--- config.mk ---
export PLATFORM = sky130hd
export DESIGN_NAME = rob_alloc_ctrl
export DESIGN_NICKNAME = d
export VERILOG_FILES = /design/src/rtl/config_pkg.sv /design/src/rtl/rename_pkg.sv /design/src/rtl/rob_commit_sel.sv /design/src/rtl/rob_alloc_ctrl.sv
export SDC_FILE = /design/constraint.sdc
export NUM_CORES = 1
export LEC_CHECK = 0
export BUFFER_PORTS_ARGS = -buffer_cell sky130_fd_sc_hd__buf_2
export CAP_MARGIN = 20
export CORE_ASPECT_RATIO = 1.75
export CORE_MARGIN = 2
export CORE_UTILIZATION = 57
export CTS_CLUSTER_SIZE = 8
export DETAILED_ROUTE_END_ITERATION = 7
export PLACE_DENSITY = 0.84
export SETUP_SLACK_MARGIN = 0.02
export SKIP_CTS_REPAIR_TIMING = 1
export SLEW_MARGIN = 25
export SYNTH_ARGS = -nofsm -noshare
export SYNTH_HDL_FRONTEND = slang
export SYNTH_HIERARCHICAL = 1
export SYNTH_SLANG_ARGS = --single-unit
--- constraint.sdc ---
create_clock -name clk -period 7.85 [get_ports clk]
set_input_delay 1.9625 -clock clk [delete_from_list [all_inputs] [get_ports clk]]
set_output_delay 1.9625 -clock clk [all_outputs]
set_load 0.005 [all_outputs]
--- src/rtl/config_pkg.sv ---
// Build-time defaults for the reorder-buffer control slice.
package config_pkg;
  localparam int unsigned ROB_DEPTH   = 64;
  localparam int unsigned RECOVER_CYC = 2;
endpackage

--- src/rtl/rename_pkg.sv ---
// Shared rename/ROB types: wrap-extended ROB pointer and ROB control FSM states.
package rename_pkg;
  localparam int unsigned ROB_PTR_W = $clog2(config_pkg::ROB_DEPTH);

  typedef logic [ROB_PTR_W-1:0] rob_ptr_t;

  typedef struct packed {
    logic     wrap;
    rob_ptr_t idx;
  } rob_wptr_t;

  typedef enum logic [0:0] {
    RUN     = 1'b0,
    RECOVER = 1'b1
  } rob_ctrl_state_e;
endpackage

--- src/rtl/rob_commit_sel.sv ---
// Builds the contiguous-from-slot-0 retire mask from the complete[] window at head,
// and reports how many slots it covers.
module rob_commit_sel #(
  parameter int unsigned COMMIT_W = 2,
  parameter int unsigned CNT_W    = 7
) (
  input  logic                en_i,
  input  logic [COMMIT_W-1:0] win_i,
  input  logic [CNT_W-1:0]    count_i,
  output logic [COMMIT_W-1:0] valid_o,
  output logic [CNT_W-1:0]    num_o
);

  logic run;

  always_comb begin
    valid_o = '0;
    num_o   = '0;
    run     = en_i;
    for (int unsigned i = 0; i < COMMIT_W; i++) begin
      // a gap or an unoccupied slot stops retirement for every younger slot
      run        = run && win_i[i] && (count_i > CNT_W'(i));
      valid_o[i] = run;
      if (run) begin
        num_o = num_o + CNT_W'(1);
      end
    end
  end

endmodule

--- src/rtl/rob_alloc_ctrl.sv ---
// ROB head/tail sequencer: in-order allocation, completion tracking and commit selection.
// Optional perf counters are built when ROB_ALLOC_CTRL_PERF_EN is defined.
module rob_alloc_ctrl
  import rename_pkg::*;
#(
  parameter int unsigned ROB_DEPTH   = config_pkg::ROB_DEPTH,
  parameter int unsigned ALLOC_W     = 2,
  parameter int unsigned COMMIT_W    = 2,
  parameter int unsigned CPL_W       = 4,
  parameter int unsigned RECOVER_CYC = config_pkg::RECOVER_CYC,
  localparam int unsigned PTR_W      = $clog2(ROB_DEPTH)
) (
  input  logic                      clk,
  input  logic                      reset,
  input  logic [ALLOC_W-1:0]        alloc_valid,
  output logic                      alloc_ready,
  output logic [ALLOC_W*PTR_W-1:0]  alloc_ptr,
  input  logic [CPL_W-1:0]          cpl_valid,
  input  logic [CPL_W*PTR_W-1:0]    cpl_ptr,
  output logic [COMMIT_W-1:0]       commit_valid,
  output logic [COMMIT_W*PTR_W-1:0] commit_ptr,
  input  logic                      commit_ready,
  input  logic                      flush,
  output logic [PTR_W:0]            count,
  output logic                      full,
  output logic                      empty
`ifdef ROB_ALLOC_CTRL_PERF_EN
  ,
  output logic [31:0]               perf_full_stall,
  output logic [31:0]               perf_commit_cnt
`endif
);

  localparam int unsigned TMR_W = $clog2(RECOVER_CYC + 1);

  typedef logic [PTR_W:0] wptr_t;

  localparam wptr_t            DEPTH_W  = wptr_t'(ROB_DEPTH);
  localparam logic [TMR_W-1:0] TMR_LOAD = TMR_W'(RECOVER_CYC - 1);

  rob_ctrl_state_e      state_q, state_d;
  logic [TMR_W-1:0]     tmr_q, tmr_d;
  wptr_t                head_q, head_d;
  wptr_t                tail_q, tail_d;
  logic [ROB_DEPTH-1:0] cpl_q, cpl_d;

  wptr_t                alloc_n;
  wptr_t                commit_n;
  wptr_t                free_slots;
  logic [COMMIT_W-1:0]  win;
  logic                 alloc_fire;
  logic                 commit_fire;
  logic                 run;

  assign run        = (state_q == RUN);
  assign count      = tail_q - head_q;
  assign full       = (count == DEPTH_W);
  assign empty      = (count == '0);
  assign free_slots = DEPTH_W - count;

  always_comb begin
    alloc_n = '0;
    for (int unsigned i = 0; i < ALLOC_W; i++) begin
      alloc_n = alloc_n + wptr_t'(alloc_valid[i]);
    end
  end

  // space check uses pre-commit occupancy; slots freed this cycle are reusable next cycle
  assign alloc_ready = run && !flush && (free_slots >= alloc_n);
  assign alloc_fire  = alloc_ready && (alloc_valid != '0);
  assign commit_fire = commit_ready && (commit_valid != '0);

  always_comb begin
    alloc_ptr  = '0;
    commit_ptr = '0;
    win        = '0;
    for (int unsigned i = 0; i < ALLOC_W; i++) begin
      alloc_ptr[i*PTR_W +: PTR_W] = tail_q[PTR_W-1:0] + PTR_W'(i);
    end
    for (int unsigned i = 0; i < COMMIT_W; i++) begin
      commit_ptr[i*PTR_W +: PTR_W] = head_q[PTR_W-1:0] + PTR_W'(i);
      win[i]                       = cpl_q[head_q[PTR_W-1:0] + PTR_W'(i)];
    end
  end

  rob_commit_sel #(
    .COMMIT_W (COMMIT_W),
    .CNT_W    (PTR_W + 1)
  ) u_commit_sel (
    .en_i    (run),
    .win_i   (win),
    .count_i (count),
    .valid_o (commit_valid),
    .num_o   (commit_n)
  );

  always_comb begin
    logic [PTR_W-1:0] off;
    logic [PTR_W-1:0] idx;
    state_d = state_q;
    tmr_d   = tmr_q;
    head_d  = head_q;
    tail_d  = tail_q;
    cpl_d   = cpl_q;
    off     = '0;
    idx     = '0;
    if (flush) begin
      state_d = RECOVER;
      tmr_d   = TMR_LOAD;
      head_d  = '0;
      tail_d  = '0;
      cpl_d   = '0;
    end else begin
      if (state_q == RECOVER) begin
        if (tmr_q == '0) begin
          state_d = RUN;
        end else begin
          tmr_d = tmr_q - TMR_W'(1);
        end
      end
      // only entries in [head,tail) as of this cycle may be marked complete
      for (int unsigned p = 0; p < CPL_W; p++) begin
        idx = cpl_ptr[p*PTR_W +: PTR_W];
        off = idx - head_q[PTR_W-1:0];
        if (cpl_valid[p] && ({1'b0, off} < count)) begin
          cpl_d[idx] = 1'b1;
        end
      end
      if (commit_fire) begin
        head_d = head_q + commit_n;
      end
      if (alloc_fire) begin
        for (int unsigned i = 0; i < ALLOC_W; i++) begin
          idx = tail_q[PTR_W-1:0] + PTR_W'(i);
          if (alloc_valid[i]) begin
            cpl_d[idx] = 1'b0;
          end
        end
        tail_d = tail_q + alloc_n;
      end
    end
  end

  always_ff @(posedge clk) begin
    if (reset) begin
      state_q <= RUN;
      tmr_q   <= '0;
      head_q  <= '0;
      tail_q  <= '0;
      cpl_q   <= '0;
    end else begin
      state_q <= state_d;
      tmr_q   <= tmr_d;
      head_q  <= head_d;
      tail_q  <= tail_d;
      cpl_q   <= cpl_d;
    end
  end

`ifdef ROB_ALLOC_CTRL_PERF_EN
  logic [31:0] stall_q;
  logic [31:0] ccnt_q;
  logic [32:0] ccnt_sum;

  assign ccnt_sum = {1'b0, ccnt_q} + 33'(commit_n);

  always_ff @(posedge clk) begin
    if (reset) begin
      stall_q <= '0;
      ccnt_q  <= '0;
    end else begin
      if ((alloc_valid != '0) && !alloc_ready && run && (stall_q != '1)) begin
        stall_q <= stall_q + 32'd1;
      end
      if (commit_fire && !flush) begin
        ccnt_q <= ccnt_sum[32] ? '1 : ccnt_sum[31:0];
      end
    end
  end

  assign perf_full_stall = stall_q;
  assign perf_commit_cnt = ccnt_q;
`endif

  always_ff @(posedge clk) begin
    if (!reset) begin
      assert ((alloc_valid & (alloc_valid + 1'b1)) == '0);
      assert (!commit_ready || (commit_valid != '0));
    end
  end

endmodule

## Yosys cells after proc, flatten, opt, wreduce, memory -nomap -nowiden

Index checks and enable logic that the tools add are counted.

| storage, ports and cells | value |
|---|---|
| memories kept | 0 |
| memory bits (writable) | 0 |
| bits in latches | 0 |
| bits of input ports | 34 |
| register bits after elaboration | 81 |
| memory bits (read-only) | 0 |

| operators by class | value |
|---|---|
| shifts and indexed selects | 0 |
| reductions and logical operators | 27 |
| muxes and demuxes | 37 |
| div/mod/pow operators | 0 |
| $lt $le $gt $ge | 21 |
| $mul | 0 |
| add/sub/neg operators | 13 |
| bitwise logic cells | 10 |
| equal/unequal tests | 2 |

Operator list:

| operator | count |
|---|---|
| two-way mux 64 bit | 13 |
| OR 64 bit | 4 |
| AND 64 bit | 2 |
| NOT 64 bit | 2 |
| < comparator 6 x 7 -> 1 bit, second input constant | 8 |
| demux 1 bit (select 6 bit) | 6 |
| >= comparator 6 x 1 -> 1 bit, second input constant | 6 |
| < comparator 6 x 7 -> 1 bit | 4 |
| subtractor 6 bit | 4 |
| logical AND 1 bit | 18 |
| two-way mux 1 bit | 15 |
| greater-than comparator 7 x 1 -> 1 bit, second input constant | 2 |
| adder 6 x 1 -> 6 bit, second input constant | 2 |
| binary-select mux 1 bit (select 6 bit) | 2 |
| adder 7 x 2 -> 7 bit | 1 |
| adder 7 bit | 1 |
| equality test 7 bit, second input constant | 1 |
| >= comparator 7 x 2 -> 1 bit | 1 |
| zero test 7 bit | 1 |
| two-way mux 7 bit | 1 |
| subtractor 7 bit | 1 |
| subtractor 7 bit, first input constant | 1 |
| nonzero test 2 bit | 3 |
| AND reduction 2 bit | 2 |
| 8 further kinds | 9 |

## Longest topological paths before layout

| logic depth | value |
|---|---|
| depth after elaboration | 23 |
| depth in mapped cells | 23 |
| mapped depth without buffers | 21 |

## Hierarchy

Netlist, hierarchy kept.

Modules (own cells, without submodules):

| module | cells each | area an instance (sq um) | sequential area each (sq um) | instances |
|---|---|---|---|---|
| rob_alloc_ctrl | 1143 | 9207.6 | 1621.6 | 1 |
| rob_commit_sel | 15 | 101.3 | 0.0 | 1 |

## Worst setup path after synthesis

No wires, ideal clock.

| path | value |
|---|---|
| path kind | input port to output port |
| from | in alloc_valid[0] |
| to | out alloc_ready |
| stages | 10 |
| arrival time | 3598 ps |
| path buffers | 1 |
| data required time | 5887 ps |
| path slack | 2290 ps |
| cells stage by stage | inv_1 > ha_1 > ha_1 > nand2b_1 > a21oi_1 > nand3_1 > o311a_1 > a21oi_1 > buf_2 > inv_1 |

| between the ends | value |
|---|---|
| longest elaborated chain between the ends | 3 |

Ends and longest elaborated chain:

| what | RTL line | text |
|---|---|---|
| start: declaration | rob_alloc_ctrl.sv:15 | `input logic [ALLOC_W-1:0] alloc_valid,` |
| adder 1 x 1 -> 2 bit | rob_alloc_ctrl.sv:64 | `alloc_n = alloc_n + wptr_t'(alloc_valid[i]);` |
| >= comparator 7 x 2 -> 1 bit | rob_alloc_ctrl.sv:69 | `assign alloc_ready = run && !flush && (free_slots >= alloc_n);` |
| logical AND 1 bit | rob_alloc_ctrl.sv:69 |  |
| end: declaration | rob_alloc_ctrl.sv:16 | `output logic alloc_ready,` |

Every way passes these cells.

## Worst setup path after layout

| path | value |
|---|---|
| from | reg tail_q[0] |
| to | reg head_q[6] |

| between the ends | value |
|---|---|
| longest elaborated chain between the ends | 7 |

Ends and longest elaborated chain:

| what | RTL line | text |
|---|---|---|
| start: declaration | rob_alloc_ctrl.sv:44 | `wptr_t tail_q, tail_d;` |
| start signal: assignment | rob_alloc_ctrl.sv:155 | `tail_q <= tail_d;` |
| subtractor 7 bit * | rob_alloc_ctrl.sv:56 | `assign count = tail_q - head_q;` |
| greater-than comparator 7 x 1 -> 1 bit | rob_commit_sel.sv:22 | `run = run && win_i[i] && (count_i > CNT_W'(i));` |
| logical AND 1 bit | rob_commit_sel.sv:22 |  |
| two-way mux 1 bit or logical AND 1 bit (tied branches) | rob_commit_sel.sv:24, rob_commit_sel.sv:22 |  |
| adder 1 x 1 -> 2 bit or logical AND 1 bit (tied branches) | rob_commit_sel.sv:25, rob_commit_sel.sv:22 |  |
| two-way mux 7 bit * | rob_commit_sel.sv:24 | `if (run) begin` |
| net commit_n[0] | rob_alloc_ctrl.sv:48 | `wptr_t commit_n;` |
| adder 7 bit * | rob_alloc_ctrl.sv:130 | `head_d = head_q + commit_n;` |
| end signal: assignment | rob_alloc_ctrl.sv:148 | `head_q <= '0;` |
| end signal: assignment | rob_alloc_ctrl.sv:154 | `head_q <= head_d;` |
| end: declaration | rob_alloc_ctrl.sv:43 | `wptr_t head_q, head_d;` |

The timed path passes the listed nets; every way through them passes the cells marked *.
A chain may end at the register's enable or synchronous reset.

==> results.json <==
{
  "outcome": "completed",
  "avgSynthCellArea_um2": 8.04,
  "grt_pass1_wl_um": 54600,
  "synth_area_leader_cell": "dfxtp_1",
  "core_area_mm2": 0.0160,
  "max-cap-violations": 0,
  "max_slew_margin_pct": 25.9,
  "hp-class": "flop to flop",
  "clkTransAtPathRegs_ns": 0.06,
  "wl_per_cell_um": 26.6,
  "yosys_warnings": 6,
  "initial_core_util_pct": 58.4,
  "power_per_cell_area_mw_per_mm2": 111,
  "drc": 0,
  "critPathLaunch": "tail_q[0]",
  "synth_top_cells_by_count": "166 x nor2_1, 109 x a21oi_1, 109 x a22oi_1",
  "synth.top_cell.area_share_pct": 17.4,
  "rr_startpoint": "tail_q[0]",
  "fin_ws_ns": 2.01,
  "finalHoldViolations": 0,
  "setup_viol": 0,
  "worst_slew_pin_slew_ns": 1.10,
  "setup_tns_ns": 0,
  "clock_path_buffers": 2,
  "gr-total-overflow": 0,
  "yosys-top-cells-area": "dfxtp_1 17%, mux4_2 9.2%, a22oi_1 8.8%",
  "clk_latency_ns": 0.35,
  "cts-root-buf": "clkbuf_16",
  "slowest_stage": "nor3_1",
  "place.port_buffers": 69,
  "fillers": 1480,
  "post-route-period-util_pct": 74.4,
  "worst_r2r_endpoint": "head_q[6]",
  "rsz0062_at_grt": "no",
  "pre_cts_ws_ns": 1.82,
  "ir_drop_uv": 84.4,
  "row_count": 61,
  "ios": 70,
  "end_kind": "flop",
  "grt_use_total_pct": 41.2,
  "r2r_setup_slack_ns": 2.01,
  "cts_tree": "yes",
  "grt_pass1_vias": 9838,
  "synth_edf_count": 0,
  "crit_chain": "inv_1, ha_1, fa_1, nand2b_1, a211oi_1, o32a_2, nand2_4, nor4_2, a21oi_1, ha_1, ha_1, inv_1, fa_1, nor2b_1, o21ai_0, a21boi_0, o21ai_0, nor3b_1, nor3_1, xnor2_1, nor2_1",
  "period_minus_slack_ns": 5.84,
  "nNetsFinal": 1268,
  "cts_buffers": 9,
  "worstSetupStartpointType": "flop",
  "drt_iter0_drc": 1379,
  "dieArea_mm2": 0.0174,
  "yosysMostFrequentCell": "nor2_1",
  "worstSetupEndpoint": "head_q[6]",
  "first_pass_iters": 7,
  "syn_inst": 1158,
  "path_max_fanout": 14,
  "power_w": 0.00111,
  "fmax_mhz": 171,
  "ant_nets": 0,
  "routabilityCongestion": 1.08,
  "drive_above_1_share_pct": 15.9,
  "h-tree-depth": 3,
  "antenna_found_initial": 0,
  "required_ns": 8.08,
  "slowest_delay_ns": 0.65,
  "ys_seq_elements": 81,
  "worst-setup-path-type": "flop to flop",
  "slew_viol_final": 0,
  "diodes": 0,
  "syn_area_mm2": 0.00931,
  "synthFlopType": "dfxtp_1",
  "die_h_um": 173,
  "grtUsageMet3_pct": 8.25,
  "ys_types": 67,
  "skew_ns": 0.00762,
  "met1_usage_pct": 46.8,
  "syn_to_final_growth_pct": 6.56,
  "synth-async-reset-ratio_pct": 0,
  "dp.final_hpwl_um": 26700,
  "cts.sink_count": 81,
  "cpMostUsedCell": "ha_1",
  "grt_max_degree": 75,
  "crit_arrival_ns": 6.07,
  "power_leakage_nw": 3.19,
  "busiest_layer": "met2",
  "vias_per_cell": 7.58,
  "ys_seq_area_share_pct": 17.4,
  "die_w_um": 101,
  "routed_wl_um": 36300,
  "utilization_pct": 62.2,
  "vias": 10329,
  "rr_worst_depth": 21,
  "use_met2_pct": 64.5
}
==> metal layers <==
metal / up-vias / part of all wire, %
li1: 4518 / -
met1: 4747 / 33
met2: 812 / 45
met3: 252 / 11
met4: 0 / 11
met5: - / 0
==> stage by stage <==
step	hold slack, ns	cell area (um^2)	std cells
after floorplan	0.464	9320	1162
after global placement	0.490	9620	1348
after detailed placement	0.501	9620	1348
after CTS	0.510	9870	1361
after global routing	0.538	9920	1362
final	0.509	9920	1362
==> cell type report <==
class                   count  area, um^2  share of cell area [%]
clock inverters             1        5.00                  0.0505
inverters                  45         169                    1.70
flip-flops and latches     81        1620                    16.4
clock buffers              12         246                    2.48
repair buffers             90         523                    5.27
multi-input cells         944        7120                    71.7
well taps                 189         236                    2.38
==> state kept, by name (all words and copies together) (netlist names) <==
register and cells:
tmr_q 2, tail_q 7, head_q 7, cpl_q 64, state_q 1
==> critical path: cells and delay by family (launching register included) <==
family	cells	cell delay, ns
AND/OR/NAND/NOR	7	1.83
flip-flops	1	0.59
adder cells (fa/ha/maj)	5	1.53
XOR/XNOR	1	0.20
buffers and inverters	2	0.27
AO/OA/AOI/OAI	6	1.29
==> worst min path at each step <==
stage,slack [ns],from,cells after the start,endpoint
finish,0.51,tmr_q[1],2,tmr_q[1]
floorplan,0.46,tail_q[6],2,tail_q[6]
CTS,0.51,tmr_q[1],2,tmr_q[1]
detailed placement,0.50,tmr_q[1],2,tmr_q[1]
global placement,0.49,tmr_q[1],2,tmr_q[1]
global route,0.54,tmr_q[1],2,tmr_q[1]
==> placed cells by master (no fill, tap or decap), types with 8 or more instances in the layout <==
cell type	n
nor2_1	165
a22oi_1	109
a21oi_1	108
dfxtp_1	80
buf_2	69
o31ai_1	67
ha_1	55
nor3_1	50
inv_1	44
mux4_2	38
a221oi_1	38
nand3_1	30
nand2_1	28
a211oi_1	28
buf_4	20
xor2_1	16
nand3b_1	14
o21a_1	13
nand2b_1	13
nor2b_1	12
xnor2_1	11
or3_1	10
o21ai_0	9
a21o_1	9
clkbuf_16	9
mux2i_1	8
a221oi_2	8
==> cell families (layout without fill, tap and decap cells) <==
| group | count (synthesis) | in the layout | synth area share, % |
|---|---|---|---|
| buf+inv | 137 | 148 | 7.26 |
| xor+xnor | 28 | 28 | 2.72 |
| mux | 46 | 46 | 10.1 |
| simple gates | 373 | 373 | 20.2 |
| other cells | 1 | 5 | 0.0403 |
| fa+ha+maj | 66 | 66 | 9.35 |
| compound gates | 426 | 426 | 33.0 |
| flops | 81 | 81 | 17.4 |
==> power breakdown <==
group | total (W) | internal, W | switching (W)
Sequential | 0.000417 | 0.000414 | 0.00000372
Combinational | 0.000305 | 0.0000873 | 0.000218
Clock | 0.000383 | 0.000217 | 0.000166
No activity file was read; power rests on OpenSTA's default activity.
